### config.mk
export PLATFORM = sky130hd
export DESIGN_NAME = prga
export DESIGN_NICKNAME = d
export VERILOG_FILES = /design/src/rtl/prga.sv
export SDC_FILE = /design/constraint.sdc
export NUM_CORES = 1
export LEC_CHECK = 0
export ABC_AREA = 1
export CAP_MARGIN = 20
export CORE_MARGIN = 3
export CORE_UTILIZATION = 53
export CTS_CLUSTER_DIAMETER = 150
export DETAILED_ROUTE_END_ITERATION = 10
export PLACE_DENSITY = 0.81
export SYNTH_ARGS = -nofsm -noshare
export SYNTH_HDL_FRONTEND = slang
export SYNTH_SLANG_ARGS = --single-unit
### constraint.sdc
create_clock -name clk -period 2.6 [get_ports clk]
set_input_delay 0.52 -clock clk [delete_from_list [all_inputs] [get_ports clk]]
set_output_delay 0.52 -clock clk [all_outputs]
set_load 0.02 [all_outputs]
### src/rtl/prga.sv
// ---------------------------------------------------------------------------
// prga -- RC4 pseudo-random generation stage
//
// Runs after the KSA stage has scrambled the S RAM. It reads the
// length-prefixed ciphertext ROM, generates one keystream byte per message
// byte while swapping S in place, and writes the length-prefixed plaintext
// into the plaintext RAM. Every message byte takes exactly six cycles.
//
// Optional build macro: PRGA_VALID_CHECK_EN
//   When defined, each plaintext byte must be 'a'..'z' or a space. The first
//   byte outside that set is not written, raises the sticky 'invalid' flag and
//   ends the run early. When undefined, 'invalid' is tied low and every byte
//   is written.
//
// Ports
//   clk      in   system clock
//   rst_n    in   asynchronous active-low reset
//   rdy      out  high only while idle; a start request is accepted then
//   en       in   start pulse, sampled only while rdy=1
//   s_addr   out  S RAM address
//   s_dout   in   S RAM read data, valid one cycle after the address
//   s_din    out  S RAM write data
//   s_wren   out  S RAM write enable
//   ct_addr  out  ciphertext ROM address
//   ct_dout  in   ciphertext ROM read data, one-cycle latency
//   pt_addr  out  plaintext RAM address
//   pt_din   out  plaintext RAM write data
//   pt_wren  out  plaintext RAM write enable
//   invalid  out  early-abort flag (see macro above)
// ---------------------------------------------------------------------------
module prga (
  input  logic       clk,
  input  logic       rst_n,
  output logic       rdy,
  input  logic       en,
  output logic [7:0] s_addr,
  input  logic [7:0] s_dout,
  output logic [7:0] s_din,
  output logic       s_wren,
  output logic [7:0] ct_addr,
  input  logic [7:0] ct_dout,
  output logic [7:0] pt_addr,
  output logic [7:0] pt_din,
  output logic       pt_wren,
  output logic       invalid
);

  typedef enum logic [3:0] {
    IDLE,
    LEN_RD,
    LEN_WR,
    RD_I,
    RD_J,
    WR_I,
    WR_J,
    RD_F,
    WR_PT
  } state_e;

  state_e     state_q, state_d;
  logic [7:0] len_q, len_d;
  logic [7:0] k_q, k_d;
  logic [7:0] j_q, j_d;
  logic [7:0] si_q, si_d;
  logic [7:0] sj_q, sj_d;

  // Keystream byte S[si+sj] arrives on s_dout in WR_PT, together with the
  // ciphertext byte ct[k] that was addressed in RD_F.
  logic [7:0] ptByte;
  logic       byteValid;

  assign ptByte = s_dout ^ ct_dout;

`ifdef PRGA_VALID_CHECK_EN
  logic invalid_q;

  assign byteValid = ((ptByte >= 8'h61) && (ptByte <= 8'h7A)) || (ptByte == 8'h20);

  // Sticky abort flag: cleared only when a new run is accepted.
  always_ff @(posedge clk or negedge rst_n) begin
    if (!rst_n) begin
      invalid_q <= 1'b0;
    end else if ((state_q == IDLE) && en) begin
      invalid_q <= 1'b0;
    end else if ((state_q == WR_PT) && !byteValid) begin
      invalid_q <= 1'b1;
    end
  end

  assign invalid = invalid_q;
`else
  assign byteValid = 1'b1;
  assign invalid   = 1'b0;
`endif

  // State and datapath registers.
  always_ff @(posedge clk or negedge rst_n) begin
    if (!rst_n) begin
      state_q <= IDLE;
      len_q   <= 8'h00;
      k_q     <= 8'h00;
      j_q     <= 8'h00;
      si_q    <= 8'h00;
      sj_q    <= 8'h00;
    end else begin
      state_q <= state_d;
      len_q   <= len_d;
      k_q     <= k_d;
      j_q     <= j_d;
      si_q    <= si_d;
      sj_q    <= sj_d;
    end
  end

  // Next-state and register-update logic. The k==len test happens before
  // the increment, so a 255-byte message never wraps k.
  always_comb begin
    state_d = state_q;
    len_d   = len_q;
    k_d     = k_q;
    j_d     = j_q;
    si_d    = si_q;
    sj_d    = sj_q;
    unique case (state_q)
      IDLE: begin
        if (en) begin
          state_d = LEN_RD;
          j_d     = 8'h00;
          k_d     = 8'h01;
        end
      end
      LEN_RD: state_d = LEN_WR;
      LEN_WR: begin
        len_d   = ct_dout;
        state_d = (ct_dout == 8'h00) ? IDLE : RD_I;
      end
      RD_I: state_d = RD_J;
      RD_J: begin
        si_d    = s_dout;
        j_d     = j_q + s_dout;
        state_d = WR_I;
      end
      WR_I: begin
        sj_d    = s_dout;
        state_d = WR_J;
      end
      WR_J: state_d = RD_F;
      RD_F: state_d = WR_PT;
      WR_PT: begin
        if (!byteValid || (k_q == len_q)) begin
          state_d = IDLE;
        end else begin
          k_d     = k_q + 8'h01;
          state_d = RD_I;
        end
      end
      default: state_d = IDLE;
    endcase
  end

  // Memory-port outputs decoded from the state. When i==j the two swap
  // writes hit the same location with the same value, which is harmless.
  always_comb begin
    rdy     = 1'b0;
    s_addr  = 8'h00;
    s_din   = 8'h00;
    s_wren  = 1'b0;
    ct_addr = 8'h00;
    pt_addr = 8'h00;
    pt_din  = 8'h00;
    pt_wren = 1'b0;
    unique case (state_q)
      IDLE:   rdy = 1'b1;
      LEN_RD: ct_addr = 8'h00;
      LEN_WR: begin
        pt_addr = 8'h00;
        pt_din  = ct_dout;
        pt_wren = 1'b1;
      end
      RD_I:   s_addr = k_q;
      RD_J:   s_addr = j_q + s_dout;
      WR_I: begin
        s_addr = k_q;
        s_din  = s_dout;
        s_wren = 1'b1;
      end
      WR_J: begin
        s_addr = j_q;
        s_din  = si_q;
        s_wren = 1'b1;
      end
      RD_F: begin
        s_addr  = si_q + sj_q;
        ct_addr = k_q;
      end
      WR_PT: begin
        pt_addr = k_q;
        pt_din  = ptByte;
        pt_wren = byteValid;
      end
      default: rdy = 1'b0;
    endcase
  end

endmodule

==> impl_metrics.yaml <==
run_status:
  status: "complete, no violations"
synthesis:
  yosysTopAreaCell: "dfrtp_1"
  seq_area_frac_synth_pct: 33.7
  synth-edff-count: 0
  syn_avg_cell_area_um2: 6.92
  syn-cell-area_mm2: 0.00326
  synth_most_common_cell: "nand2_1"
  synth-seq-cells: 44
  synth_warnings: 0
  synth_ff_type: "dfrtp_1"
  async_reset_ff_share_pct: 100
  yosysUniqueCellTypes: 34
  ys_top_cells_by_area: "dfrtp_1 (34%), nand2_1 (20%), nand3_1 (6.6%), ha_1 (5.7%), inv_1 (5.7%)"
  yosysTopAreaCellShare_pct: 33.7
  ys_top_cells_by_count: "nand2_1 (174), inv_1 (50), dfrtp_1 (44), nand3_1 (43), nor2_1 (38)"
  syn-num-nets: 508
  syn_inst: 472
job:
  max_cap_violations: 0
clocking:
  clk_pin_slew_ps: 90
  cts_tree: "done"
  cts_root_buf: "clkbuf_8"
  htree_num_levels: 2
  clock-sinks: 44
  numCtsBuffers: 5
  clock_latency_ps: 310
  clockBufferDepth: 2
global_routing:
  grt_usage_pct: 28.0
  antenna_found_initial: 0
  grt_max_degree: 22
  grt.overflow.total: 0
  grt_pass1_vias: 3390
  grt_pass1_wl_mm: 16.1
worst_setup_path:
  end_kind: "primary output"
  cpMaxStageDelayCell: "dfrtp_1"
  worst-path-buf-inv: 1
  crit_arrival_ps: 2040
  worstPathRequired_ps: 2080
  cp_top_family: "adder cells"
  crit_fanout: 3
  crit_path_cell_trace: "ha_2 -> fa_2 -> nand3_2 -> nand3_2 -> or2_2 -> nand3_2 -> nand3_2 -> buf_6"
  crit_path_frequent_cell: "nand3_2"
  start_kind: "flop"
  cpPeakStageDelay_ps: 400
  worst-setup-path-type: "reg -> out"
timing:
  slew_viol_final: 0
  fin_ws_ps: 41.4
  period_needed_ps: 2560
  finalSetupViolCount: 0
  hold_viol: 0
  grt_setup_unrepaired: "true"
  fin_crit_sh_pct: 98.4
  finClkSkew_ps: 6.08
  max_freq_ghz: 0.391
placement:
  port_buffers: 61
  dpl_worst_slack_ps: -757
  placed_cells: 623
  gp_congestion: 0.971
  dp_hpwl_mm: 7.52
pwr:
  p_per_area_mw_per_mm2: 1050
  vdd_ir_drop_max_v: 0.000595
  fin_total_pwr_mw: 4.56
  power.static_leakage_nw: 2.31
floorplanning:
  die_y_um: 84.5
  die_x_um: 84.5
  dieArea_mm2: 0.00714
  io_pins: 63
  core_area_mm2: 0.00574
  initial_utilization_pct: 56.8
  rows: 27
cells_and_area:
  diodes: 0
  final_util_pct: 75.7
  layout.nets: 597
  syn_to_final_growth_pct: 33.2
  fillCellCount: 456
  drive_gt1_share_pct: 19.6
  stdcell_count: 634
route:
  first_pass_iters: 5
  ant_nets: 0
  drtIter0Drc: 269
  vias_per_cell: 5.43
  wl_mm: 9.87
  drc: 0
  num_vias: 3442
  wl_per_cell_um: 15.6
hold_path:
  hp-class: "in -> async"
[where the power goes]
group	leakage [nW]	internal (mW)	total [mW]	switching, mW
Combinational	1.70	1.17	2.86	1.69
Sequential	0.556	0.959	1.22	0.266
Clock	0.0445	0.217	0.474	0.257
[cell families (layout without fill, tap and decap cells)]
group	Yosys count	in the layout	share of synthesized area [%]
AND/OR/NAND/NOR	284	284	37.6
buffers and inverters	71	161	10.1
flip-flops	44	44	33.7
AO/OA/AOI/OAI	39	39	7.17
adder cells (fa/ha/maj)	17	17	6.98
XOR/XNOR	16	16	4.29
other	1	1	0.115
[what timing repair did]
action / 4_1_cts / 5_1_grt
setup buffers: 1 / 2
hold buffers: 0 / 0
gates resized for setup: 52 / 38
pin swaps: 3 / 4
endpoints found under the setup margin: 29 / 14
[area by class of cell]
cell class              count  area, um2  share of cell area, %
clock buffers               7       86.3                   1.99
clock inverters             1       7.51                  0.173
inverters                  60        233                   5.35
multi-input cells         357       2000                   46.1
flip-flops and latches     44       1100                   25.4
well taps                  72       90.1                   2.07
repair buffers             93        825                   19.0
[state kept, by name (all words and copies together) (netlist names)]
| register | flops |
|---|---|
| k_q | 8 |
| si_q | 8 |
| state_q | 4 |
| j_q | 8 |
| len_q | 8 |
| sj_q | 8 |
[stage by stage]
step | hold slack, ps | TNS (ps) | area (um2)
after floorplan | 224 | 0 | 3260
after global placement | 447 | -4180 | 4080
after detailed placement | 445 | -4480 | 4080
after CTS | 119 | -66.0 | 4190
after global routing | 116 | -90.7 | 4350
final | 110 | 0 | 4350
[final timing paths]
| path | endpoint | cells after the start | slack [ps] | from |
|---|---|---|---|---|
| worst max-delay path | s_addr[4] | 8 | 40 | j_q[0] |
| worst min-delay path | sj_q[0] | 1 | 110 | rst_n |
| worst max register to register | k_q[7] | 9 | 860 | state_q[0] |
| worst min register to register | len_q[6] | 2 | 520 | len_q[6] |
| max in group asynchronous | state_q[0] | 2 | 1910 | rst_n |
| min in group clk | len_q[6] | 2 | 520 | len_q[6] |
[cell usage in the layout, fill, tap and decap left out, types with 2 or more instances in the layout]
cell type / Yosys / final
a21oi_1: 7 / 4
a21oi_2: 2 / 5
a22oi_1: 4 / 4
buf_4: 3 / 32
buf_6: 6 / 3
clkbuf_2: 0 / 2
clkbuf_8: 0 / 6
clkdlybuf4s15_2: 0 / 3
clkdlybuf4s50_1: 0 / 28
dfrtp_1: 44 / 42
dfrtp_2: 0 / 2
dlygate4sd2_1: 0 / 21
dlymetal6s2s_1: 0 / 3
fa_2: 0 / 2
ha_1: 15 / 4
ha_2: 0 / 4
ha_4: 0 / 7
inv_1: 50 / 49
inv_2: 8 / 8
inv_4: 1 / 3
nand2_1: 174 / 173
nand2_2: 5 / 6
nand2_4: 3 / 3
nand3_1: 43 / 35
nand3_2: 3 / 11
nand4_1: 7 / 7
nor2_1: 38 / 37
nor2_2: 5 / 5
nor2_4: 2 / 3
o2111ai_1: 3 / 2
o21ai_0: 20 / 20
xnor2_1: 13 / 13
xor2_1: 3 / 3
[metal layers]
| layer | vias up | share of wire (%) | GRT usage, % |
|---|---|---|---|
| met2 | 159 | 47 | 44.1 |
| met1 | 1595 | 44 | 38.3 |
| met5 | - | 0 | 0 |
| li1 | 1663 | - | - |
| met3 | 25 | 6.7 | 5.40 |
| met4 | 0 | 2.4 | 10.2 |
(Power assumes the default switching activity.)
